--- src/rtl/fir_pair_packer_if.sv ---
// Handshake bundle between the sample source, the pair packer and the 2-parallel FIR.
// master: drives samples in and consumes pairs out; slave: the packer itself.
interface fir_pair_packer_if #(
  parameter int AW = 2
);
  logic               in_valid;
  logic               in_ready;
  logic signed [15:0] in_data;
  logic               out_valid;
  logic               out_ready;
  logic signed [15:0] x2k;
  logic signed [15:0] x2k_1;
  logic [AW:0]        level;

  modport master (
    output in_valid, in_data, out_ready,
    input  in_ready, out_valid, x2k, x2k_1, level
  );

  modport slave (
    input  in_valid, in_data, out_ready,
    output in_ready, out_valid, x2k, x2k_1, level
  );
endinterface

--- src/rtl/fir_pair_packer.sv ---
// Serial-to-pair packer feeding the 2-parallel FIR through a DEPTH-pair FIFO.
// Optional FIR_PACKER_FLUSH_EN adds a flush pulse that zero-pads a trailing odd sample.
//
// state   | meaning
// PH_EVEN | waiting for x[2k]; accepted sample goes to hold
// PH_ODD  | waiting for x[2k+1]; accepted sample completes a pair and is pushed
module fir_pair_packer #(
  parameter int DEPTH = 4,
  parameter int AW    = 2
) (
  input logic clk,
  input logic rst,
`ifdef FIR_PACKER_FLUSH_EN
  input logic flush,
`endif
  fir_pair_packer_if.slave bus
);

  typedef enum logic {
    PH_EVEN = 1'b0,
    PH_ODD  = 1'b1
  } phase_t;

  localparam logic [AW:0] LVL_FULL = (AW+1)'(DEPTH);

  phase_t             phase;
  phase_t             phase_nxt;
  logic signed [15:0] hold;
  logic [31:0]        mem [DEPTH];
  logic [AW-1:0]      wptr;
  logic [AW-1:0]      rptr;
  logic [AW:0]        lvl;
  logic [31:0]        head;

  logic               full;
  logic               not_empty;
  logic               in_ready_c;
  logic               accept;
  logic               push;
  logic               pop;
  logic [31:0]        push_data;
  logic               flush_push;

  assign full      = (lvl == LVL_FULL);
  assign not_empty = (lvl != '0);
  assign pop       = not_empty & bus.out_ready;

`ifdef FIR_PACKER_FLUSH_EN
  logic flush_pend;

  // A pending flush waits out a full FIFO rather than dropping the half pair.
  always_ff @(posedge clk or posedge rst) begin
    if (rst) begin
      flush_pend <= 1'b0;
    end else if (flush) begin
      flush_pend <= 1'b1;
    end else if (flush_pend && (phase == PH_EVEN || !full)) begin
      flush_pend <= 1'b0;
    end
  end

  assign flush_push = flush_pend & (phase == PH_ODD) & ~full;
`else
  assign flush_push = 1'b0;
`endif

  always_ff @(posedge clk or posedge rst) begin
    if (rst) begin
      phase <= PH_EVEN;
    end else begin
      phase <= phase_nxt;
    end
  end

  always_comb begin
    phase_nxt = phase;
    case (phase)
      PH_EVEN: if (accept) phase_nxt = PH_ODD;
      PH_ODD:  if (accept || flush_push) phase_nxt = PH_EVEN;
      default: phase_nxt = PH_EVEN;
    endcase
  end

  // in_ready depends only on registered state, never on out_ready.
  always_comb begin
    in_ready_c = 1'b0;
    push       = 1'b0;
    push_data  = {hold, bus.in_data};
    case (phase)
      PH_EVEN: in_ready_c = 1'b1;
      PH_ODD:  in_ready_c = ~full;
      default: in_ready_c = 1'b0;
    endcase
`ifdef FIR_PACKER_FLUSH_EN
    if (flush_pend) in_ready_c = 1'b0;
`endif
    accept = bus.in_valid & in_ready_c;
    if (phase == PH_ODD && accept) push = 1'b1;
    if (flush_push) begin
      push      = 1'b1;
      push_data = {hold, 16'sd0};
    end
  end

  always_ff @(posedge clk or posedge rst) begin
    if (rst) begin
      hold <= '0;
    end else if (accept && phase == PH_EVEN) begin
      hold <= bus.in_data;
    end
  end

  // Storage needs no reset: level gates every read.
  always_ff @(posedge clk) begin
    if (push) mem[wptr] <= push_data;
  end

  always_ff @(posedge clk or posedge rst) begin
    if (rst) begin
      wptr <= '0;
      rptr <= '0;
      lvl  <= '0;
    end else begin
      if (push) wptr <= wptr + 1'b1;
      if (pop)  rptr <= rptr + 1'b1;
      case ({push, pop})
        2'b10:   lvl <= lvl + 1'b1;
        2'b01:   lvl <= lvl - 1'b1;
        default: lvl <= lvl;
      endcase
    end
  end

  assign head          = mem[rptr];
  assign bus.in_ready  = in_ready_c;
  assign bus.out_valid = not_empty;
  assign bus.x2k       = not_empty ? head[31:16] : 16'sd0;
  assign bus.x2k_1     = not_empty ? head[15:0]  : 16'sd0;
  assign bus.level     = lvl;

  a_level_bound: assert property (@(posedge clk) disable iff (rst) lvl <= LVL_FULL);

  a_hold_stable: assert property (@(posedge clk) disable iff (rst)
    (not_empty && !bus.out_ready) |=> (not_empty && $stable(head)));

  a_no_overflow: assert property (@(posedge clk) disable iff (rst)
    !(push && full && !pop));

endmodule

--- src/flat_wrapper.sv ---
// flat-port wrapper written by rule: the top's interface ports become plain ports
module fir_pair_packer_flat 
#(
  parameter int DEPTH = 4,
  parameter int AW    = 2
)
  (clk, rst, bus_in_valid, bus_in_data, bus_out_ready, bus_in_ready, bus_out_valid, bus_x2k, bus_x2k_1, bus_level);
  fir_pair_packer_if #(.AW(AW)) bus_i ();
  input logic clk;
  input logic rst;
  input wire logic [$bits(bus_i.in_valid)-1:0] bus_in_valid;
  input wire logic [$bits(bus_i.in_data)-1:0] bus_in_data;
  input wire logic [$bits(bus_i.out_ready)-1:0] bus_out_ready;
  output wire logic [$bits(bus_i.in_ready)-1:0] bus_in_ready;
  output wire logic [$bits(bus_i.out_valid)-1:0] bus_out_valid;
  output wire logic [$bits(bus_i.x2k)-1:0] bus_x2k;
  output wire logic [$bits(bus_i.x2k_1)-1:0] bus_x2k_1;
  output wire logic [$bits(bus_i.level)-1:0] bus_level;
  assign bus_i.in_valid = bus_in_valid;
  assign bus_i.in_data = bus_in_data;
  assign bus_i.out_ready = bus_out_ready;
  assign bus_in_ready = bus_i.in_ready;
  assign bus_out_valid = bus_i.out_valid;
  assign bus_x2k = bus_i.x2k;
  assign bus_x2k_1 = bus_i.x2k_1;
  assign bus_level = bus_i.level;
  fir_pair_packer #(.DEPTH(DEPTH), .AW(AW)) u_core (.clk(clk), .rst(rst), .bus(bus_i));
endmodule
--- config.mk ---
export PLATFORM = sky130hd
export DESIGN_NAME = fir_pair_packer_flat
export DESIGN_NICKNAME = d
export VERILOG_FILES = /design/src/rtl/fir_pair_packer_if.sv /design/src/rtl/fir_pair_packer.sv /design/src/flat_wrapper.sv
export SDC_FILE = /design/constraint.sdc
export NUM_CORES = 1
export LEC_CHECK = 0
export BUFFER_PORTS_ARGS = -buffer_cell sky130_fd_sc_hd__buf_2
export CORE_UTILIZATION = 40
export DETAILED_ROUTE_END_ITERATION = 10
export PLACE_DENSITY = 0.62
export SLEW_MARGIN = 20
export SYNTH_ARGS = -nofsm -noshare
export SYNTH_HDL_FRONTEND = slang
export SYNTH_SLANG_ARGS = --single-unit
--- constraint.sdc ---
create_clock -name clk -period 3.3 [get_ports clk]
set_clock_uncertainty 0.2 [all_clocks]
set_input_delay 0.165 -clock clk [delete_from_list [all_inputs] [get_ports clk]]
set_output_delay 0.165 -clock clk [all_outputs]
set_load 0.01 [all_outputs]
==> flow_metrics.tcl <==
set metrics [dict create \
    drive_gt1_share_pct 36.8 \
    slew_headroom_pct 65.2 \
    synth_top_area_share_pct 64.7 \
    diodes 0 \
    synth.avg_cell_area_um2 21.1 \
    hold_violations 0 \
    grt-ovfl-total 0 \
    globalplace.congestion 0.646 \
    drtIter0Drc 175 \
    cp_max_fo 14 \
    cts_sinks 152 \
    dr.pass1.iters 4 \
    final_cells 570 \
    fmax_mhz 380 \
    clkLatencyLatePin_ns 0.41 \
    cts_made_buffers 17 \
    crit_type "reg -> out" \
    die_w_um 124 \
    worstMarginPinSlew_ns 0.521 \
    status "finished, final reports clean" \
    layout_commonest_cell "edfxtp_1" \
    syn_inst 282 \
    routed_wl_um 10700 \
    critPathRequiredTime_ns 2.93 \
    synthTopCellsByArea "edfxtp_1 65%, mux4_2 11%, dfrtp_1 10%, and2_1 4.0%, mux2_2 3.0%" \
    finalSetupTns_ns 0 \
    area_growth_pct 23.3 \
    cp-start-kind "flop" \
    viasPerCell 5.01 \
    synthesis.area_um2 5940 \
    ios 57 \
    powerDensity_nw_per_um2 969 \
    timing.final.crit_period_ns 2.63 \
    num_vias 2855 \
    wl_per_cell_um 18.8 \
    core_um2 14500 \
    die_area_um2 15300 \
    drv_cap 0 \
    grt_max_degree 36 \
    cts_resized 0 \
    syn_nets 310 \
    drv_slew 0 \
    grt_usage_pct 15.6 \
    drc 0 \
    post-route-period-util_pct 79.7 \
    rsz0062_at_grt "false" \
    layout_common_cells "128 x edfxtp_1, 56 x buf_2, 38 x and2_1" \
    cts_buffer_depth 2 \
    clockRootBuffer "clkbuf_16" \
    hold_path.class "in -> async" \
    std_cell_rows 44 \
    nets 401 \
    clkSlewWorstSetupHoldPaths_ns 0.06 \
    ys_warn_count 0 \
    yosysUniqueCellTypes 23 \
    antenna_found_initial 0 \
    synth-seq-cells 152 \
    dieHeight_um 124 \
    ir_drop_mv 0.482 \
    dp.cells 519 \
    grt_pass1_wl_um 16600 \
    leakage_nw 2.66 \
    cts_tree "done" \
    drtAntennaViolNets 0 \
    port_buffers 56 \
    arrival_ns 2.27 \
    cp-end-kind "output pin" \
    dp_hpwl_um 6200 \
    start_util_pct 40.9 \
    synth_top_area_cell "edfxtp_1" \
    synth.yosys.seq_area_share_pct 74.8 \
    h-tree-depth 4 \
    final-setup-viol-count 0 \
    grt_pass1_vias 3009 \
]
==> kinds of logic (layout without fill, tap and decap cells) <==
kind of cell               after synthesis  count (layout)  share of synthesized area, %
buffers and inverters                   23             127                          2.40
and+or+nand+nor                         43              43                          4.42
xor gates and xnor gates                 6               6                         0.885
AOI/OAI and AO/OA                        1               1                        0.0842
adders and majority gates                8               8                          1.81
muxes                                   49              49                          15.6
DFF                                    152             152                          74.8
==> registers in the layout (all words and copies together) (netlist names) <==
name / cells
u_core.wptr: 2
u_core.mem: 128
u_core.rptr: 2
u_core.phase: 1
u_core.bus.level: 3
u_core.hold: 16
==> path summary, 6_finish.rpt <==
path	start	to	slack [ns]	cells past startpoint
max	u_core.rptr[0]	bus_x2k[7]	0.67	4
min	rst	u_core.hold[4]	0.18	4
max reg2reg	u_core.bus.level[0]	u_core.bus.level[2]	0.79	11
min reg2reg	u_core.hold[15]	u_core.mem[3][31]	0.32	0
max in group asynchronous	rst	u_core.rptr[0]	2.41	4
min in group clk	bus_in_data[5]	u_core.mem[0][5]	0.32	2
==> power by group <==
group,internal (mW),switching (mW)
Clock,1.48,0.726
Sequential,2.63,0.270
Combinational,1.02,0.968
Total,5.13,1.96
==> area by class of cell <==
class	instances	area (um2)
clock buffers	17	425
clock inverters	15	255
fillers	1214	7210
inverters	9	33.8
multi-input cells	107	1350
flip-flops and latches	152	4450
well taps	184	230
repair buffers	86	578
==> synthesized netlist by cell type <==
cell type and count:
mux4_1 4, o21ai_0 1, or3_1 1, mux2i_1 1, mux4_2 28, xnor2_1 2, clkbuf_1 6, fa_1 1
nand2_1 1, and2_1 38, buf_12 2, nand3_1 1, nand4_1 1, edfxtp_1 128, xor2_1 4, buf_8 1
nor2_1 1, buf_6 1, inv_1 9, dfrtp_1 24, mux2_2 16, ha_1 7, buf_2 4
==> critical path: stages, from the launching register on <==
cell     delay, ns
dfrtp_2       0.65
buf_4         0.33
mux4_2        0.54
and2_1        0.19
buf_2         0.14
==> through the flow <==
stage	worst slack (ns)	instance area, um2	util (%)	power [mW]	hold slack [ns]
2_1_floorplan	0.803	5940	-	4.26	-0.0204
3_3_place_gp	0.902	6450	44.4	4.91	0.0662
3_5_place_dp	0.785	6450	44.4	4.97	0.0753
4_1_cts	0.578	7320	50.4	7.20	0.171
5_1_grt	0.527	7320	50.4	7.45	0.214
6_report	0.670	7320	50.4	7.10	0.176
==> metal layers <==
metal	up-vias	wire (um)	global-route usage, %
met2	63	5390	25.9
met1	1489	4710	19.4
met5	-	0	0
met3	16	405	3.57
met4	0	195	7.68
li1	1287	-	-
==> what timing repair did <==
action / in CTS / in global routing
hold buffers: 19 / 0
setup buffers: 0 / 0
hold endpoints to repair: 107 / 0
Note: power is estimated with default switching activity, not from simulation.
